[config.mk]
export PLATFORM = sky130hd
export DESIGN_NAME = bram_master
export DESIGN_NICKNAME = d
export VERILOG_FILES = /design/src/rtl/bram_master.sv
export SDC_FILE = /design/constraint.sdc
export NUM_CORES = 1
export LEC_CHECK = 0
export CORE_ASPECT_RATIO = 1.1
export CORE_UTILIZATION = 54
export CTS_CLUSTER_SIZE = 12
export DETAILED_ROUTE_END_ITERATION = 10
export GPL_TIMING_DRIVEN = 1
export PLACE_DENSITY = 0.84
export SLEW_MARGIN = 0
export SYNTH_ARGS = -nofsm -noshare
export SYNTH_HDL_FRONTEND = slang
export SYNTH_SLANG_ARGS = --single-unit
[constraint.sdc]
create_clock -name clk -period 5.85 [get_ports clk]
set_clock_uncertainty 0.05 [all_clocks]
set_input_delay 1.17 -clock clk [delete_from_list [all_inputs] [get_ports clk]]
set_output_delay 1.17 -clock clk [all_outputs]
set_load 0.02 [all_outputs]
[src/rtl/bram_master.sv]
// Request/response front end for a single-port RAM with 2-cycle registered read latency.
// Reads are tracked in a 3-stage valid pipe and returned in order through a 4-entry FIFO.
module bram_master #(
    parameter int unsigned ADDR_ = 8,
    parameter int unsigned DATA_ = 8
) (
    input  logic             clk,
    input  logic             aclr_n,
    input  logic             req_valid,
    output logic             req_ready,
    input  logic             req_we,
    input  logic [ADDR_-1:0] req_addr,
    input  logic [DATA_-1:0] req_wdata,
    output logic             rsp_valid,
    input  logic             rsp_ready,
    output logic [DATA_-1:0] rsp_rdata,
    output logic             ram_we,
    output logic [ADDR_-1:0] ram_addr,
    output logic [DATA_-1:0] ram_din,
    input  logic [DATA_-1:0] ram_dout,
    output logic             busy
);

    localparam int unsigned Depth = 4;

    logic             ram_we_q, ram_we_d;
    logic [ADDR_-1:0] ram_addr_q, ram_addr_d;
    logic [DATA_-1:0] ram_din_q, ram_din_d;
    logic [2:0]       vld_q, vld_d;
    logic [DATA_-1:0] fifo_q [Depth];
    logic [DATA_-1:0] fifo_d [Depth];
    logic [1:0]       wr_ptr_q, wr_ptr_d;
    logic [1:0]       rd_ptr_q, rd_ptr_d;
    logic [2:0]       count_q, count_d;

    logic       accept;
    logic       push;
    logic       pop;
    logic [1:0] inflight;
    logic [3:0] credits;

    // Credits count every read that will occupy a FIFO slot; a pop this cycle frees one early.
    always_comb begin
        inflight  = {1'b0, vld_q[0]} + {1'b0, vld_q[1]} + {1'b0, vld_q[2]};
        pop       = (count_q != 3'd0) && rsp_ready;
        push      = vld_q[2];
        credits   = {2'b00, inflight} + {1'b0, count_q} - {3'b000, pop};
        req_ready = aclr_n && (credits < 4'd4);
        accept    = req_valid && req_ready;
    end

    always_ff @(posedge clk or negedge aclr_n) begin
        if (!aclr_n) begin
            ram_we_q   <= 1'b0;
            ram_addr_q <= '0;
            ram_din_q  <= '0;
            vld_q      <= '0;
            wr_ptr_q   <= '0;
            rd_ptr_q   <= '0;
            count_q    <= '0;
            for (int i = 0; i < Depth; i++) begin
                fifo_q[i] <= '0;
            end
        end else begin
            ram_we_q   <= ram_we_d;
            ram_addr_q <= ram_addr_d;
            ram_din_q  <= ram_din_d;
            vld_q      <= vld_d;
            wr_ptr_q   <= wr_ptr_d;
            rd_ptr_q   <= rd_ptr_d;
            count_q    <= count_d;
            fifo_q     <= fifo_d;
        end
    end

    always_comb begin
        ram_we_d   = accept && req_we;
        ram_addr_d = accept ? req_addr : ram_addr_q;
        ram_din_d  = accept ? req_wdata : ram_din_q;
        vld_d      = {vld_q[1:0], accept && !req_we};
        fifo_d     = fifo_q;
        if (push) begin
            fifo_d[wr_ptr_q] = ram_dout;
        end
        wr_ptr_d = wr_ptr_q + 2'(push);
        rd_ptr_d = rd_ptr_q + 2'(pop);
        count_d  = count_q + {2'b00, push} - {2'b00, pop};
    end

    always_comb begin
        ram_we    = ram_we_q;
        ram_addr  = ram_addr_q;
        ram_din   = ram_din_q;
        rsp_valid = (count_q != 3'd0);
        rsp_rdata = fifo_q[rd_ptr_q];
        busy      = (vld_q != 3'd0) || (count_q != 3'd0);
    end

endmodule

==> flow_summary.toml <==
[timing]
setup_violations = 0
worst_slew_pin_slew_ps = 751
relSlewSlack_pct = 49.9
fin_setup_tns_ps = 0
timing.hold.ws_ps = 381
fin_crit_sh_pct = 88.6
drv_slew = 0
hold_viol = 0
fmax_ghz = 0.193
rsz0062_at_grt = "no"
min_period_ps = 5190

[clocking]
ctsLongestPathBuffers = 2
cts_resized = 0
clk_pin_slew_ps = 50
h-tree-depth = 3
cts_root_buf = "clkbuf_8"
cts.sinks = 59
ctsHoldBuffers = 0
cts_post_setup_buffers_inserted = 0
cts_buffers = 9
cts_tree = "done"
clk_latency_ps = 320

[cells_and_area]
area_growth_syn_to_layout_pct = 28.9
mostFrequentLayoutCells = "dfrtp_1 (59), clkdlybuf4s50_1 (55), mux2_2 (39)"
layout_commonest_cell = "dfrtp_1"
drive_above_1_share_pct = 33.2
fin_nets = 261
num_antenna_cells = 0

[yosys]
synth_area_per_cell_sq_um = 16.4
ys_async_sr_fraction_pct = 100
synth_ff_type = "dfrtp_1"
synth_area_sq_mm = 0.00263
postSynthCellCount = 160
syn_nets = 197
ys_types = 31
ys_ff_latch = 59
ys_seq_area_share_pct = 56.2
synth_edf_count = 0
yosys_warnings = 0

[detailed_routing]
drtPass1Iterations = 4
wire_per_inst_microns = 17.8
num_vias = 1574
first_iter_violations = 84
via_per_inst = 5.58
drc_errors = 0
ant_nets = 0
drt-total-wl_microns = 5030

[status]
status = "finished clean"

[global_route]
grt_max_degree = 61
grt_util_all_layers_pct = 22.5
antenna_found_initial = 0
grt_pass1_wl_microns = 7950
grt-ovfl-total = 0
grt_pass1_vias = 1686

[placed_design]
dp_hpwl_microns = 3520
portBuffers = 56
place_congestion = 0.727

[floorplan]
die_area_sq_mm = 0.00514
num_rows = 26
die_h_microns = 75.1
initial_core_util_pct = 56.4
core_sq_mm = 0.00465
boundaryPins = 57
die_w_microns = 68.5

[worst_setup_path]
endpoint = "req_ready"
reg2reg_from = "count_q[0]$_DFF_PN0_"
critical_path_class = "primary input to output pin"
reg2reg_to = "ram_din[0]$_DFFE_PN0P_"
required_ps = 4630
cp.arrival_ps = 3970
rr_worst_depth = 10
cp-start-kind = "primary input"
cp_max_fo = 5
rrSetupSlack_ps = 2410
crit_start = "rsp_ready"
endpoint_kind = "output pin"

[power]
p_leak_nw = 1.48
power_density_mw_per_mm2 = 621
peakVddDrop_uv = 362

[job]
cap_violations = 0

[worst_hold_path]
hp-start = "vld_q[1]$_DFF_PN0_"
hold_class = "register to register"
[power by group]
group	internal, mW	total (mW)	leakage, nW	switching, mW
logic	0.598	1.04	0.697	0.442
registers	0.611	0.765	0.708	0.155
clock network	0.159	0.296	0.0754	0.138
total	1.37	2.10	1.48	0.734
[metrics by stage]
| step | worst slack, ps | util (%) | std cells | instance area (sq um) | total power [mW] |
|---|---|---|---|---|---|
| 2_1_floorplan | 1820 | - | 160 | 2630 | 1.43 |
| 4_1_cts | 656 | 72.7 | 282 | 3380 | 2.13 |
| 5_1_grt | 548 | 72.7 | 282 | 3380 | 2.23 |
| 3_5_place_dp | 668 | 69.5 | 269 | 3230 | 1.82 |
| 3_3_place_gp | 746 | 69.5 | 269 | 3230 | 1.76 |
| 6_report | 665 | 72.7 | 282 | 3380 | 2.10 |
[synth_stat cells (all sizes together) (2+ instances only)]
library cell  number  area (sq um)
a21oi              2          13.8
nor2               2          7.51
ha                 6          75.1
xor2               3          33.8
dfrtp             59          1480
mux2              48           574
nand3              2          10.0
xnor2              2          17.5
and3               2          17.5
mux4               8           180
inv                6          22.5
buf                3          20.0
nand2              3          11.3
nand3b             2          15.0
fa                 2          40.0
[per-layer routing]
| metal | vias to the layer above | GRT usage, % | share of wire, % |
|---|---|---|---|
| li1 | 705 | - | - |
| met1 | 800 | 26.9 | 42 |
| met2 | 61 | 36.8 | 51 |
| met3 | 8 | 8.64 | 5.1 |
| met4 | 0 | 8.33 | 1.3 |
| met5 | - | 0 | 0 |
[logic make-up (layout without fill, tap and decap cells)]
logic type               after synthesis  after routing  share of synthesized area, %
buffers and inverters                 10             76                          1.76
flip-flops                            59             59                          56.2
adder cells (fa/ha/maj)                8              8                          4.39
AO/OA/AOI/OAI                          5              5                          2.72
multiplexers                          57             57                          29.1
XOR/XNOR                               5              5                          1.95
AND/OR/NAND/NOR                       16             16                          3.81
[worst min path at each step]
stage / endpoint / slack [ps] / depth (start not counted)
after CTS: vld_q[2]$_DFF_PN0_ / 380 / 0
after global placement: vld_q[2]$_DFF_PN0_ / 360 / 0
final: vld_q[2]$_DFF_PN0_ / 380 / 0
after detailed placement: vld_q[2]$_DFF_PN0_ / 360 / 0
after floorplan: vld_q[2]$_DFF_PN0_ / 330 / 0
after global routing: vld_q[2]$_DFF_PN0_ / 400 / 0
[sequential cells by signal, summed over array words and instances (netlist names)]
| signal | flops |
|---|---|
| count_q | 3 |
| wr_ptr_q | 2 |
| vld_q | 3 |
| fifo_q | 32 |
| ram_addr | 8 |
| ram_we | 1 |
| rd_ptr_q | 2 |
| ram_din | 8 |
[critical path, cell delays in order]
cell,delay [ps]
clkdlybuf4s50_1,500
nand2_1,140
or2_2,330
ha_1,280
ha_1,350
a31oi_4,170
xor2_2,220
o211a_1,200
clkdlybuf4s50_1,610
[cell type report]
cell class,count,area (sq um)
fillers,291,1270
clock buffers,13,149
inverters,6,22.5
well taps,56,70.1
multi-input cells,91,1100
repair buffers,57,563
flip-flops and latches,59,1480
No activity file was read; power rests on OpenSTA's default activity.
